===== config.mk =====
export PLATFORM = sky130hd
export DESIGN_NAME = stopwatch_counter
export DESIGN_NICKNAME = d
export VERILOG_FILES = /design/src/rtl/watch_pkg.sv /design/src/rtl/tick_gen.sv /design/src/rtl/stopwatch_counter.sv
export SDC_FILE = /design/constraint.sdc
export NUM_CORES = 1
export LEC_CHECK = 0
export ABC_AREA = 0
export CORE_ASPECT_RATIO = 0.9
export CORE_MARGIN = 4
export CORE_UTILIZATION = 50
export CTS_BUF_LIST = sky130_fd_sc_hd__clkbuf_2
export DETAILED_ROUTE_END_ITERATION = 10
export PLACE_DENSITY = 0.77
export SYNTH_ARGS = -nofsm -noshare
export SYNTH_HDL_FRONTEND = slang
export SYNTH_SLANG_ARGS = --single-unit
export TNS_END_PERCENT = 100

===== constraint.sdc =====
create_clock -name clk -period 5.8 [get_ports clk]
set_clock_uncertainty 0.15 [all_clocks]
set_input_delay 0.87 -clock clk [delete_from_list [all_inputs] [get_ports clk]]
set_output_delay 0.87 -clock clk [all_outputs]
set_load 0.05 [all_outputs]

===== src/rtl/watch_pkg.sv =====
// Shared constants and state encoding for the watch/timer datapath.
// The moduli are reused by the display mux and the dot-blink comparator.
package watch_pkg;

    typedef enum logic [1:0] {
        STOP  = 2'd0,
        RUN   = 2'd1,
        CLEAR = 2'd2
    } state_e;

    localparam int MSEC_MOD = 100;
    localparam int SEC_MOD  = 60;
    localparam int MIN_MOD  = 60;
    localparam int HOUR_MOD = 24;

    // Dot blink toggles at half a second.
    localparam int DOT_THRESHOLD = MSEC_MOD / 2;

    localparam int MSEC_W = 7;
    localparam int SEC_W  = 6;
    localparam int MIN_W  = 6;
    localparam int HOUR_W = 5;

endpackage


===== src/rtl/tick_gen.sv =====
// Clock divider: strobes `tick` combinationally during the last cycle of each
// CLK_FREQ/TICK_HZ period while enabled. The count freezes when disabled.
module tick_gen #(
    parameter int CLK_FREQ = 100_000_000,
    parameter int TICK_HZ  = 100
) (
    input  logic clk,
    input  logic rst,
    input  logic en,
    input  logic clr,
    output logic tick
);

    localparam int DIV   = CLK_FREQ / TICK_HZ;
    localparam int CNT_W = $clog2(DIV);
    localparam logic [CNT_W-1:0] CNT_LAST = CNT_W'(DIV - 1);

    logic [CNT_W-1:0] cnt_q, cnt_d;

    // NOTE: every variable gets its default first so no path through the block
    // leaves it unassigned, which would otherwise infer a latch.
    always_comb begin
        cnt_d = cnt_q;
        tick  = 1'b0;
        if (clr) begin
            cnt_d = '0;
        end else if (en) begin
            if (cnt_q == CNT_LAST) begin
                cnt_d = '0;
                tick  = 1'b1;
            end else begin
                cnt_d = cnt_q + 1'b1;
            end
        end
    end

    // NOTE: non-blocking assignments in clocked blocks so every flop samples
    // the pre-edge value of every other flop, independent of block ordering.
    always_ff @(posedge clk) begin
        if (rst) begin
            cnt_q <= '0;
        end else begin
            cnt_q <= cnt_d;
        end
    end

endmodule


===== src/rtl/stopwatch_counter.sv =====
// Stopwatch time base: run/stop/clear FSM, 100 Hz divider and the cascaded
// centisecond/second/minute/hour counters.
module stopwatch_counter
    import watch_pkg::*;
#(
    parameter int CLK_FREQ = 100_000_000,
    parameter int TICK_HZ  = 100,
    parameter int MSEC_MAX = watch_pkg::MSEC_MOD,
    parameter int SEC_MAX  = watch_pkg::SEC_MOD,
    parameter int MIN_MAX  = watch_pkg::MIN_MOD,
    parameter int HOUR_MAX = watch_pkg::HOUR_MOD
) (
    input  logic              clk,
    input  logic              rst,
    input  logic              run_stop,
    input  logic              clear,
    output logic [MSEC_W-1:0] msec,
    output logic [SEC_W-1:0]  sec,
    output logic [MIN_W-1:0]  min,
    output logic [HOUR_W-1:0] hour,
    output logic              running,
    output logic              tick
);

    localparam logic [MSEC_W-1:0] MSEC_LAST = MSEC_W'(MSEC_MAX - 1);
    localparam logic [SEC_W-1:0]  SEC_LAST  = SEC_W'(SEC_MAX - 1);
    localparam logic [MIN_W-1:0]  MIN_LAST  = MIN_W'(MIN_MAX - 1);
    localparam logic [HOUR_W-1:0] HOUR_LAST = HOUR_W'(HOUR_MAX - 1);

    state_e            state_q, state_d;
    logic [MSEC_W-1:0] msec_q, msec_d;
    logic [SEC_W-1:0]  sec_q, sec_d;
    logic [MIN_W-1:0]  min_q, min_d;
    logic [HOUR_W-1:0] hour_q, hour_d;
    logic              running_q, running_d;
    logic              tick_q, tick_d;
    logic              div_tick;

    tick_gen #(
        .CLK_FREQ (CLK_FREQ),
        .TICK_HZ  (TICK_HZ)
    ) u_tick_gen (
        .clk  (clk),
        .rst  (rst),
        .en   (state_q == RUN),
        .clr  (state_q == CLEAR),
        .tick (div_tick)
    );

    // Clear has priority over run_stop; CLEAR itself ignores both inputs.
    always_comb begin
        state_d = state_q;
        case (state_q)
            STOP: begin
                if (clear)         state_d = CLEAR;
                else if (run_stop) state_d = RUN;
            end
            RUN: begin
                if (clear)         state_d = CLEAR;
                else if (run_stop) state_d = STOP;
            end
            CLEAR:   state_d = STOP;
            default: state_d = STOP;
        endcase
        running_d = (state_d == RUN);
    end

    always_comb begin
        msec_d = msec_q;
        sec_d  = sec_q;
        min_d  = min_q;
        hour_d = hour_q;
        tick_d = div_tick;
        if (state_q == CLEAR) begin
            msec_d = '0;
            sec_d  = '0;
            min_d  = '0;
            hour_d = '0;
        end else if (div_tick) begin
            msec_d = (msec_q == MSEC_LAST) ? '0 : msec_q + 1'b1;
            if (msec_q == MSEC_LAST) begin
                sec_d = (sec_q == SEC_LAST) ? '0 : sec_q + 1'b1;
                if (sec_q == SEC_LAST) begin
                    min_d = (min_q == MIN_LAST) ? '0 : min_q + 1'b1;
                    if (min_q == MIN_LAST) begin
                        hour_d = (hour_q == HOUR_LAST) ? '0 : hour_q + 1'b1;
                    end
                end
            end
        end
    end

    always_ff @(posedge clk) begin
        if (rst) begin
            state_q   <= STOP;
            msec_q    <= '0;
            sec_q     <= '0;
            min_q     <= '0;
            hour_q    <= '0;
            running_q <= 1'b0;
            tick_q    <= 1'b0;
        end else begin
            state_q   <= state_d;
            msec_q    <= msec_d;
            sec_q     <= sec_d;
            min_q     <= min_d;
            hour_q    <= hour_d;
            running_q <= running_d;
            tick_q    <= tick_d;
        end
    end

    assign msec    = msec_q;
    assign sec     = sec_q;
    assign min     = min_q;
    assign hour    = hour_q;
    assign running = running_q;
    assign tick    = tick_q;

endmodule


==> results.md <==
* Worst r2r src: msec[2]
* TritonCTS Sinks at 48
* Setup CP Type: register to register
* Register-to-register setup slack at 2910 ps
* Total track usage at 16.6%
* Number of synthesized register bits at 48
* Synth area leader: dfxtp_1
* Detailed Route Iter0 Violations at 75
* Post-DR wirelength/cell at 12.7 um
* Buffer count from post-CTS setup fixing at 0
* Die W at 79.5 um
* Hold Path Class: register to register
* Synthesis Warnings at 0
* TritonCTS clock tree: yes
* Max Clock Freq at 346 MHz
* Post-synth top area share at 41.8%
* Clock latency on the worst-skew pair at 400 ps
* Final net count at 297
* Design area at 2670 um2
* Site Rows at 23
* Cells after DPL at 343
* Crit path DAT at 3080 ps
* Startpoint class of the critical path: register
* Top cells by area, synth: dfxtp_1 42%, nor2_1 5.1%, xor2_1 4.9%
* Hold path cells at 2
* Die footprint at 5750 um2
* Port bufs at 29
* Antenna diodes at 0
* Synthesized area at 2300 um2
* First-pass GRT wire length at 7700 um
* Number of setup violations in the final report at 0
* Largest net degree at the start of global routing at 24
* Via-to-Cell Ratio at 5.52
* Worst Path Required at 5990 ps
* Min Hold Slack at 359 ps
* Final std cells w/o fill at 348
* Max Buffers Root-to-Sink at 2
* I/O pins at 30
* RSZ-0062 raised after global routing: false
* Layout cell share with drive strength beyond 1 at 4.90%
* Core Region at 4460 um2
* Relative slew slack at 15.6%
* CP endpoint kind: register
* Vias in the first global route at 1707
* Mapped Avg Cell Area at 8.88 um2
* Slew Viols, Final at 0
* Initial DRT Pass Iterations at 4
* Worst Min Path Start: min[0]
* Post-DP HPWL at 3220 um
* Peak supply drop at 0.121 mV
* Cell Pwr Density at 175 nW/um2
* Syn nets at 268
* Top_reg_cell synth: dfxtp_1
* GRT overflow at 0
* Placed instance area at 2640 um2
* Area grow syn2layout at 15.8%
* Slew at the pin with the worst max-slew slack at 1250 ps
* Reg2reg end: hour[0]
* Initial Utilization at 51.6%
* Max H-tree Level at 2
* CTS Hold Buffers Added at 0
* Worst Hold Path EP: min[0]
* Final Hold Violating Endpoints at 0
* Post-route minimum period at 2890 ps
* # DRC at 0
* Post-synth EDFFs at 0
* Clk slew on worst S/H paths at 200 ps
* Static leakage at 0.922 nW
* Post-Route WL at 4420 um
* Root Driver: clkbuf_2
* FF-to-FF path depth at 5
* GP Congestion at 0.798
* Util after Layout at 59.7%
* Sequential area share after synthesis at 41.8%
* Via Count at 1921
* Routed Antenna Nets at 0
* Initial antenna violation count at 0
* Post-synth cell types at 43
* Synthesized instance count at 259
* Status: complete, no violations
* Crit Path Max Fanout at 8
* Final period util at 49.8%
* Setup_tns at 0 ps
* Max Cap Viol at 0
* CTS buffer count at 5
* Fraction of registers with async set/reset at 0%
* Commonest cells in the netlist: 48 x dfxtp_1, 31 x nor2_1, 24 x nand2_1, 16 x nand3_1
* Resized cells post-CTS at 0
* Top-count cell post-synth: dfxtp_1
* Die Y-Extent at 72.4 um
[per-layer routing]
layer	part of all wire, %	global-route usage (%)	routed length [um]
met5	0	0	0
met4	1.1	5.73	49
met3	3.6	4.09	159
met2	46	25.9	2020
met1	50	22.4	2190
[layout by cell type, fill, tap and decap left out, types with 4 or more instances in the layout]
| cell | Yosys | final |
|---|---|---|
| a21oi_1 | 13 | 13 |
| a31oi_1 | 4 | 4 |
| and3_1 | 8 | 8 |
| clkbuf_2 | 0 | 5 |
| clkdlybuf4s50_1 | 0 | 29 |
| dfxtp_1 | 48 | 48 |
| ha_1 | 5 | 5 |
| inv_1 | 6 | 6 |
| mux2i_1 | 5 | 5 |
| nand2_1 | 24 | 24 |
| nand3_1 | 16 | 16 |
| nand4_1 | 4 | 4 |
| nor2_1 | 31 | 31 |
| nor3_1 | 7 | 7 |
| o211ai_1 | 4 | 4 |
| o21ai_0 | 7 | 7 |
| or3_1 | 7 | 7 |
| or4_1 | 4 | 4 |
| xnor2_1 | 9 | 9 |
| xor2_1 | 13 | 13 |
[layout make-up]
| class | count | area, um2 |
|---|---|---|
| multi-input combinational | 197 | 1280 |
| timing repair buffer | 30 | 298 |
| tap | 62 | 77.6 |
| fill | 423 | 1800 |
| sequential | 48 | 961 |
| clock buffer | 5 | 25.0 |
| inverter | 6 | 22.5 |
[cells by family after synthesis]
| family | synth area share, % |
|---|---|
| AO/OA/AOI/OAI | 10.1 |
| XOR/XNOR | 8.37 |
| adder cells (fa/ha/maj) | 2.72 |
| buffers and inverters | 2.56 |
| flip-flops | 41.8 |
| multiplexers | 2.18 |
| AND/OR/NAND/NOR | 32.3 |
[through the flow]
step | power, W | setup slack, ps
CTS | 0.000473 | 2880
global placement | 0.000357 | 2860
global route | 0.000494 | 2690
detailed placement | 0.000358 | 2790
finish | 0.000467 | 2910
floorplan | 0.000352 | 3350
[registers in the layout, indices dropped and copies added, names as in the netlist]
register          count
hour                  5
min                   6
msec                  7
running               1
sec                   6
state_q               2
tick                  1
u_tick_gen.cnt_q     20
[worst max-delay path by stage]
stage | start | end | slack, ps | cells after the start
global route | u_tick_gen.cnt_q[0] | hour[0] | 2690 | 6
global placement | rst | u_tick_gen.cnt_q[15] | 2860 | 4
CTS | msec[2] | hour[0] | 2880 | 5
floorplan | sec[0] | hour[3] | 3350 | 7
finish | msec[2] | hour[0] | 2910 | 5
detailed placement | rst | u_tick_gen.cnt_q[0] | 2790 | 4
[critical path, cell delays in order, from the launching register on]
cell and delay [ps]:
dfxtp_1 420, nor4b_1 320, and3_1 430, nor4bb_1 1030, nand2_1 250, mux2i_1 240
[power breakdown]
part | internal, W | total, W | switching (W)
sequential | 0.000332 | 0.000334 | 0.00000178
combinational | 0.00000554 | 0.0000171 | 0.0000116
clock | 0.0000231 | 0.000117 | 0.0000934
(Power assumes the default switching activity.)
